### config.mk
export PLATFORM = sky130hd
export DESIGN_NAME = debug_report_tx
export DESIGN_NICKNAME = d
export VERILOG_FILES = /design/src/rtl/debug_report_tx.sv
export SDC_FILE = /design/constraint.sdc
export NUM_CORES = 1
export LEC_CHECK = 0
export BUFFER_PORTS_ARGS = -buffer_cell sky130_fd_sc_hd__buf_4
export CORE_ASPECT_RATIO = 0.9
export CORE_MARGIN = 2
export CORE_UTILIZATION = 61
export CTS_BUF_LIST = sky130_fd_sc_hd__clkbuf_4 sky130_fd_sc_hd__clkbuf_8
export DETAILED_ROUTE_END_ITERATION = 10
export PLACE_DENSITY = 0.81
export SETUP_SLACK_MARGIN = 0.15
export SLEW_MARGIN = 20
export SYNTH_ARGS = -nofsm -noshare
export SYNTH_HDL_FRONTEND = slang
export SYNTH_SLANG_ARGS = --single-unit
### constraint.sdc
create_clock -name clk -period 2.2 [get_ports clk]
set_clock_uncertainty 0.1 [all_clocks]
set_input_delay 0.44 -clock clk [delete_from_list [all_inputs] [get_ports clk]]
set_output_delay 0.44 -clock clk [all_outputs]
set_load 0.05 [all_outputs]
### src/rtl/debug_report_tx.sv
// debug_report_tx: reports received frames and register write-backs
// to the host as 8N1 UART bytes while debug mode is enabled.
module debug_report_tx #(
   parameter int CLKS_PER_BIT = 434
) (
   input  logic       clk,
   input  logic       rst,
   input  logic       debug,
   input  logic       frame_valid,
   input  logic [8:0] frame,
   input  logic       data_out_valid,
   input  logic [3:0] data_out,
   input  logic [1:0] channel,
   output logic       tx,
   output logic       busy,
   output logic       overrun
);

   typedef enum logic [1:0] {IDLE, START, DATA, STOP} state_t;

   state_t      state;
   state_t      state_nxt;
   logic [15:0] cnt;
   logic [2:0]  bit_cnt;
   logic [7:0]  shift;
   logic [7:0]  b_byte;
   logic        b_pend;
   logic        fr_pend;
   logic        rr_pend;
   logic [8:0]  fr_slot;
   logic [5:0]  rr_slot;
   logic        tick;
   logic        take_fr;
   logic        take_rr;
   logic        take_b;
   logic        shift_en;

   assign tick = (cnt == 16'(CLKS_PER_BIT - 1));

   // State register
   always_ff @(posedge clk or posedge rst) begin
      if (rst) state <= IDLE;
      else     state <= state_nxt;
   end

   // Next state, slot consumption and line level
   always_comb begin
      state_nxt = state;
      take_fr   = 1'b0;
      take_rr   = 1'b0;
      take_b    = 1'b0;
      shift_en  = 1'b0;
      tx        = 1'b1;
      unique case (state)
         IDLE: begin
            if (debug && fr_pend) begin
               take_fr   = 1'b1;
               state_nxt = START;
            end else if (debug && rr_pend) begin
               take_rr   = 1'b1;
               state_nxt = START;
            end
         end
         START: begin
            tx = 1'b0;
            if (tick) state_nxt = DATA;
         end
         DATA: begin
            tx = shift[0];
            if (tick) begin
               shift_en = 1'b1;
               if (bit_cnt == 3'd7) state_nxt = STOP;
            end
         end
         STOP: begin
            if (tick) begin
               // byte B only follows while reporting is still enabled
               if (b_pend && debug) begin
                  take_b    = 1'b1;
                  state_nxt = START;
               end else begin
                  state_nxt = IDLE;
               end
            end
         end
         default: state_nxt = IDLE;
      endcase
   end

   // Baud and bit counters restart on every state entry
   always_ff @(posedge clk or posedge rst) begin
      if (rst) begin
         cnt     <= '0;
         bit_cnt <= '0;
      end else begin
         if (state_nxt != state || tick) cnt <= '0;
         else                            cnt <= cnt + 16'd1;
         if (state != DATA) bit_cnt <= '0;
         else if (tick)     bit_cnt <= bit_cnt + 3'd1;
      end
   end

   // Shift register and the held second byte of a frame report
   always_ff @(posedge clk or posedge rst) begin
      if (rst) begin
         shift  <= '0;
         b_byte <= '0;
         b_pend <= 1'b0;
      end else begin
         if (take_fr) begin
            shift  <= {2'b01, 5'b00000, fr_slot[8]};
            b_byte <= fr_slot[7:0];
            b_pend <= 1'b1;
         end else if (take_rr) begin
            shift <= {2'b10, rr_slot};
         end else if (take_b) begin
            shift  <= b_byte;
            b_pend <= 1'b0;
         end else if (shift_en) begin
            shift <= {1'b0, shift[7:1]};
         end
         if (state == STOP && tick && !take_b) b_pend <= 1'b0;
      end
   end

   // Pending slots and sticky overrun; a same-cycle consume is not an overrun
   always_ff @(posedge clk or posedge rst) begin
      if (rst) begin
         fr_pend <= 1'b0;
         rr_pend <= 1'b0;
         fr_slot <= '0;
         rr_slot <= '0;
         overrun <= 1'b0;
      end else if (!debug) begin
         fr_pend <= 1'b0;
         rr_pend <= 1'b0;
         overrun <= 1'b0;
      end else begin
         if (frame_valid) begin
            fr_slot <= frame;
            fr_pend <= 1'b1;
            if (fr_pend && !take_fr) overrun <= 1'b1;
         end else if (take_fr) begin
            fr_pend <= 1'b0;
         end
         if (data_out_valid) begin
            rr_slot <= {channel, data_out};
            rr_pend <= 1'b1;
            if (rr_pend && !take_rr) overrun <= 1'b1;
         end else if (take_rr) begin
            rr_pend <= 1'b0;
         end
      end
   end

   // Busy while a byte is on the line or a report waits
   always_comb begin
      busy = (state != IDLE) | fr_pend | rr_pend;
   end

endmodule

==> results of run 1 <==
## logic make-up (layout without fill, tap and decap cells)
group / Yosys count / in the layout / share of synthesized area, %
simple gates: 115 / 115 / 21.9
buf+inv: 16 / 48 / 2.71
fa+ha+maj: 4 / 4 / 1.90
mux: 15 / 15 / 6.41
compound gates: 35 / 35 / 9.26
xor+xnor: 14 / 14 / 4.65
flops: 56 / 56 / 53.2
## worst paths after layout
| kind | start | endpoint | slack [ns] |
|---|---|---|---|
| max | cnt[0]$_DFF_PP0_ | shift[2]$_DFFE_PP0P_ | 0.23 |
| min | rst | cnt[14]$_DFF_PP0_ | 0.07 |
| max reg2reg | cnt[0]$_DFF_PP0_ | shift[2]$_DFFE_PP0P_ | 0.23 |
| min reg2reg | fr_slot[7]$_DFFE_PP0P_ | b_byte[7]$_DFFE_PP0P_ | 0.37 |
| max in group asynchronous | rst | rr_slot[1]$_DFFE_PP0P_ | 1.64 |
| min in group clk | frame[3] | fr_slot[3]$_DFFE_PP0P_ | 0.25 |
## registers in the layout (all words and copies together), names as in the netlist
name,flops
state,2
shift,8
fr_pend,1
overrun,1
cnt,16
b_pend,1
rr_pend,1
rr_slot,6
b_byte,8
fr_slot,9
bit_cnt,3
## through the flow
stage / setup WS, ns / hold slack [ns] / cells / power, mW
finish: 0.227 / 0.0681 / 335 / 1.78
CTS: 0.181 / 0.0775 / 329 / 1.80
floorplan: 0.214 / 0.333 / 255 / 1.18
global placement: 0.221 / 0.345 / 321 / 1.23
global route: 0.148 / 0.0865 / 335 / 1.86
detailed placement: 0.182 / 0.350 / 321 / 1.24
## cell usage in the layout (no fill, tap or decap), drive strengths merged, types with 3 or more instances in the layout
| cell | count |
|---|---|
| mux2 | 15 |
| nor3 | 3 |
| xnor2 | 7 |
| ha | 4 |
| inv | 6 |
| nand4 | 4 |
| and3 | 4 |
| and4 | 4 |
| nor2 | 30 |
| o21ai | 9 |
| buf | 34 |
| nand2 | 45 |
| a32o | 5 |
| a21oi | 8 |
| clkbuf | 5 |
| nor2b | 4 |
| or3 | 7 |
| nand3 | 7 |
| xor2 | 7 |
| dfrtp | 56 |
## where the power goes
group | leakage [nW] | total, mW | internal [mW] | switching (mW)
clock | 0.0404 | 0.566 | 0.226 | 0.340
sequential | 0.720 | 1.10 | 1.07 | 0.0257
combinational | 0.671 | 0.116 | 0.0646 | 0.0510
## area by class of cell
| cell class | count | area (um^2) | share of cell area (%) |
|---|---|---|---|
| multi-input combinational | 183 | 1180 | 39.2 |
| clock inverter | 3 | 23.8 | 0.788 |
| tap | 48 | 60.1 | 1.99 |
| timing repair buffer | 34 | 255 | 8.46 |
| clock buffer | 5 | 68.8 | 2.28 |
| sequential | 56 | 1400 | 46.5 |
| inverter | 6 | 22.5 | 0.747 |
## per-layer routing
| layer | up-vias | global-route usage (%) | wire length [um] |
|---|---|---|---|
| met2 | 41 | 33.1 | 2180 |
| met5 | - | 0 | 0 |
| met1 | 907 | 34.8 | 2430 |
| met3 | 7 | 5.79 | 169 |
| met4 | 0 | 7.87 | 68 |
| li1 | 940 | - | - |
## worst max-delay path, delay by kind of cell (launching register included)
kind / cells / cell delay [ns]
compound gates: 1 / 0.22
fa+ha+maj: 1 / 0.20
buf+inv: 1 / 0.17
flops: 1 / 0.42
simple gates: 4 / 0.74
## timing repair
| action | in CTS | in global routing |
|---|---|---|
| endpoints found under the setup margin | 3 | 9 |
| setup buffers | 0 | 6 |
| pin swaps | 0 | 0 |
| gates resized for setup | 2 | 4 |
==> flow_metrics.py, run 1 <==
metrics = {
    "placement": {
        "numPortBuffers": 22,
        "placed_area_mm2": 0.00286,
        "place_congestion": 0.817,
        "hpwl_um": 3410,
    },
    "worst_setup_path": {
        "path_class": "flip-flop to flip-flop",
        "worstPathCellList": "ha_1, and4bb_2, nand4_4, nor2_1, buf_4, or3_4, a32o_1",
        "cp_slowest_cell": "dfrtp_1",
        "cpPeakStageDelay_ns": 0.42,
        "critPathRequiredTime_ns": 2.31,
        "end_kind": "flip-flop",
        "reg2reg_depth": 7,
        "path_max_fanout": 13,
        "critPathArrivalTime_ns": 2.08,
        "crit_path_start_kind": "flip-flop",
    },
    "synth": {
        "syn_area_per_cell_um2": 10.3,
        "ys_warn_count": 0,
        "yosys.area.top_type_share_pct": 53.2,
        "yosysUniqueCellTypes": 35,
        "syn_area_mm2": 0.00264,
        "synth_edf_count": 0,
        "syn_nets": 279,
        "async_flop_share_pct": 100,
        "ys_seq_area_share_pct": 53.2,
        "yosys.area.top_type": "dfrtp_1",
        "netlist_instances": 255,
        "synthFlopType": "dfrtp_1",
        "ys_seq_elements": 56,
        "post-synth-top-count-cell": "dfrtp_1",
        "yosys-top-cells-area": "dfrtp_1 (53%), mux2_2 (6.4%), nand2_1 (6.4%), nor2_1 (4.3%), xnor2_1 (2.3%)",
        "synthTopCellsByCount": "dfrtp_1 (56), nand2_1 (45), nor2_1 (30), mux2_2 (15), o21ai_0 (9)",
    },
    "layout": {
        "layout.nets": 310,
        "area_growth_pct": 14.5,
        "final_core_util_pct": 73.6,
        "n_antenna_cell": 0,
        "fillCellCount": 310,
        "fin_area_mm2": 0.00302,
        "layout-drive-gt1-share_pct": 23.7,
    },
    "timing": {
        "hold_viol_final": 0,
        "max_freq_ghz": 0.507,
        "fin_crit_ns": 1.97,
        "post-route-period-util_pct": 89.7,
        "fin_tns_setup_ns": 0,
        "setup_viol": 0,
        "grt_setup_unrepaired": "false",
        "max_slew_margin_pct": 69.6,
        "tightest_slew_ns": 0.456,
        "finalMaxSlewViolations": 0,
    },
    "job": {
        "cap_violations": 0,
    },
    "global_routing": {
        "grt_pass1_vias": 1838,
        "grt_max_degree": 32,
        "antenna_found_initial": 0,
        "track_usage_pct": 23.3,
        "grt_overflow_total": 0,
        "grt_pass1_wl_um": 8560,
    },
    "routing": {
        "routed_wl_um": 4850,
        "drc": 0,
        "viasPerCell": 5.66,
        "drt_pass1_iterations": 4,
        "ant_nets": 0,
        "wire_per_inst_um": 14.5,
        "initialDrtViolationCount": 108,
        "vias": 1895,
    },
    "floorplanning": {
        "dieArea_mm2": 0.00486,
        "fp-row-count": 22,
        "start_util_pct": 64.2,
        "core_mm2": 0.00410,
        "dieHeight_um": 66.4,
        "die_w_um": 73.3,
        "io_pins": 23,
    },
    "clock_network": {
        "clk_latency_ns": 0.32,
        "clockBufferDepth": 2,
        "path_clk_slew_ns": 0.10,
        "cts_tree": "yes",
        "cts_root_buf": "clkbuf_8",
        "cts_buffers": 5,
        "cts.sink_count": 56,
        "h-tree-depth": 2,
        "cts_hold_buf": 0,
    },
    "power": {
        "power.density_mw_per_mm2": 590,
        "leakagePower_nw": 1.43,
        "vdd_drop_max_mv": 0.474,
    },
    "worst_hold_path": {
        "min_path_type": "input pin to async pin",
    },
    "outcome": {
        "run_status": "finished clean",
    },
}
(Power assumes the default switching activity.)
==> inputs of run 2 (changes only) <==
- CORE_UTILIZATION: 61 -> 63
- CTS_BUF_LIST: sky130_fd_sc_hd__clkbuf_4 sky130_fd_sc_hd__clkbuf_8 -> default
- PLACE_DENSITY: 0.81 -> 0.84
- clock period: 2.2 -> 2.47 ns (I/O delays scaled with it)
==> run 2 against run 1 <==
  * Power down 11%
  * Cell count is 2.7% lower
  * Non-clock buffer count decreased by 9
  * Die area fell by 3.0%
  * Design area shrank 2.6%
  * First-iteration DRC count grew 64%
  * Register-to-register slack gained 0.17 ns
  * Critical path depth decreased by 3
  * Count of clock-buffer cells in the layout unchanged
  * Sequential share of layout area is 1.2 points higher
  * Combinational power is 10% lower
  * Sequential power shrank 11%
==> flow_metrics.py, run 2 (synthesized netlist as in run 1, its figures left out) <==
metrics = {
    "outcome": {
        "run_status": "finished clean",
    },
    "global_routing": {
        "track_usage_pct": 22.9,
        "grt_max_degree": 33,
        "antenna_found_initial": 0,
        "grt_overflow_total": 0,
        "grt_pass1_wl_um": 8260,
        "grt_pass1_vias": 1756,
    },
    "layout": {
        "mostFrequentLayoutCell": "dfrtp_1",
        "layout-drive-gt1-share_pct": 19.4,
        "largestRegisters": "cnt (16), fr_slot (9)",
        "area_growth_pct": 11.5,
        "fillCellCount": 295,
        "top_register": "cnt",
        "mostFrequentLayoutCells": "dfrtp_1 (56), nand2_1 (45), nor2_1 (30), buf_4 (24), mux2_2 (15)",
        "largest_reg_flops": 16,
        "layout.nets": 301,
        "final_core_util_pct": 72.6,
        "n_antenna_cell": 0,
    },
    "worst_setup_path": {
        "reg2reg_depth": 6,
        "path_max_fanout": 10,
        "rr_startpoint": "cnt[0]$_DFF_PP0_",
        "cp_slowest_cell": "dfrtp_1",
        "r2r-end": "shift[1]$_DFFE_PP0P_",
        "path_class": "flip-flop to output pin",
        "crit_end": "tx",
        "rrSetupSlack_ns": 0.40,
        "worstPathCellList": "nand2b_1, nor2_1, a21oi_1, buf_4",
        "crit_buf_inv": 1,
        "critical_path.top_delay_family": "flip-flops",
        "end_kind": "output pin",
        "critPathRequiredTime_ns": 1.88,
        "crit_path_start": "state[0]$_DFF_PP0_",
        "cpPeakStageDelay_ns": 0.49,
        "critPathArrivalTime_ns": 1.50,
        "path_depth": 4,
        "crit_path_start_kind": "flip-flop",
    },
    "power": {
        "power.density_mw_per_mm2": 540,
        "seqPwrFrac_pct": 61.7,
        "leakagePower_nw": 1.37,
        "vdd_drop_max_mv": 0.399,
        "switching_share_pct": 23.3,
        "comb_power_share_pct": 6.6,
        "internal-power_mw": 1.22,
        "p_clk_share_pct": 31.7,
        "switchingPower_mw": 0.369,
    },
    "floorplanning": {
        "start_util_pct": 65.1,
        "fp-row-count": 22,
        "die_w_um": 72.2,
        "core_mm2": 0.00405,
        "dieHeight_um": 65.4,
        "io_pins": 23,
        "dieArea_mm2": 0.00472,
    },
    "clock_network": {
        "clk_latency_ns": 0.31,
        "postCtsSetupRepairBufs": 0,
        "post_cts_resized": 0,
        "cts_buffers": 5,
        "cts_hold_buf": 0,
        "cts.sink_count": 56,
        "path_clk_slew_ns": 0.10,
        "cts_root_buf": "clkbuf_8",
        "clockBufferDepth": 2,
        "h-tree-depth": 2,
        "cts_tree": "yes",
    },
    "routing": {
        "wl_met2_um": 2140,
        "vias": 1936,
        "drt-met1-wl_um": 2310,
        "wire_per_inst_um": 14.8,
        "drc": 0,
        "ant_nets": 0,
        "viasPerCell": 5.94,
        "initialDrtViolationCount": 177,
        "routed_wl_um": 4820,
        "wl_met3_um": 289,
        "drt_pass1_iterations": 4,
        "highest_layer": "met4",
    },
    "timing": {
        "hold_viol_final": 0,
        "fin_crit_ns": 2.10,
        "tightest_slew_ns": 0.583,
        "grt_setup_unrepaired": "false",
        "max_freq_ghz": 0.477,
        "fin_tns_setup_ns": 0,
        "finalMaxSlewViolations": 0,
        "max_slew_margin_pct": 61.0,
        "post-route-period-util_pct": 84.9,
        "setup_viol": 0,
    },
    "placement": {
        "numPortBuffers": 22,
        "hpwl_um": 3380,
        "place_congestion": 0.813,
    },
    "job": {
        "cap_violations": 0,
    },
    "worst_hold_path": {
        "min_path_type": "input pin to async pin",
    },
}
==> run 2: cell count changes in the layout (fill, tap and decap cells not counted), sizes merged <==
cell	change
buf	-9
inv	+1
clkinvlp	-2
clkinv	+1
==> run 2: final cells by class <==
| type | count | area [um^2] | area share [%] |
|---|---|---|---|
| clock inverters | 3 | 22.5 | 0.767 |
| repair buffers | 25 | 200 | 6.81 |
| well taps | 48 | 60.1 | 2.04 |
| clock buffers | 5 | 68.8 | 2.34 |
| inverters | 6 | 22.5 | 0.767 |
| flip-flops and latches | 56 | 1400 | 47.7 |
| multi-input cells | 183 | 1160 | 39.6 |
==> run 2: power by group through the flow <==
stage / combinational (mW) / sequential, mW / clock (mW)
after floorplan: 0.0605 / 0.994 / 0
after global placement: 0.102 / 0.995 / 0
after detailed placement: 0.107 / 0.996 / 0
after CTS: 0.107 / 0.979 / 0.515
after global routing: 0.114 / 0.984 / 0.546
final: 0.104 / 0.980 / 0.504
==> run 2: worst register-to-register path: stages (launching register included) <==
cell and delay, ns:
dfrtp_1 0.42, ha_1 0.20, and4bb_2 0.25, nand4_4 0.12, o31a_1 0.47, nor2_1 0.12
a32o_1 0.28
==> run 2: stage by stage <==
step | cells | hold WS (ns) | total power [mW] | setup slack (ns) | cell area (um^2)
2_1_floorplan | 255 | 0.333 | 1.05 | 0.430 | 2640
4_1_cts | 326 | 0.130 | 1.60 | 0.378 | 2940
3_5_place_dp | 318 | 0.347 | 1.10 | 0.452 | 2850
6_report | 326 | 0.118 | 1.59 | 0.374 | 2940
3_3_place_gp | 318 | 0.341 | 1.10 | 0.492 | 2850
5_1_grt | 326 | 0.163 | 1.64 | 0.224 | 2940
==> run 2: worst min-delay path by stage <==
stage | slack [ns] | cells past startpoint | start | endpoint
4_1_cts | 0.13 | 2 | rst | cnt[10]$_DFF_PP0_
2_1_floorplan | 0.33 | 2 | fr_slot[0]$_DFFE_PP0P_ | b_byte[0]$_DFFE_PP0P_
3_3_place_gp | 0.34 | 2 | fr_slot[3]$_DFFE_PP0P_ | b_byte[3]$_DFFE_PP0P_
3_5_place_dp | 0.35 | 2 | fr_slot[2]$_DFFE_PP0P_ | b_byte[2]$_DFFE_PP0P_
5_1_grt | 0.16 | 2 | rst | cnt[10]$_DFF_PP0_
6_report | 0.12 | 2 | rst | fr_slot[0]$_DFFE_PP0P_
==> run 2: routing by layer <==
layer	track usage, %	vias to the layer above
met5	0	-
met4	8.02	0
met3	4.60	9
met1	34.9	940
li1	-	928
met2	32.6	59
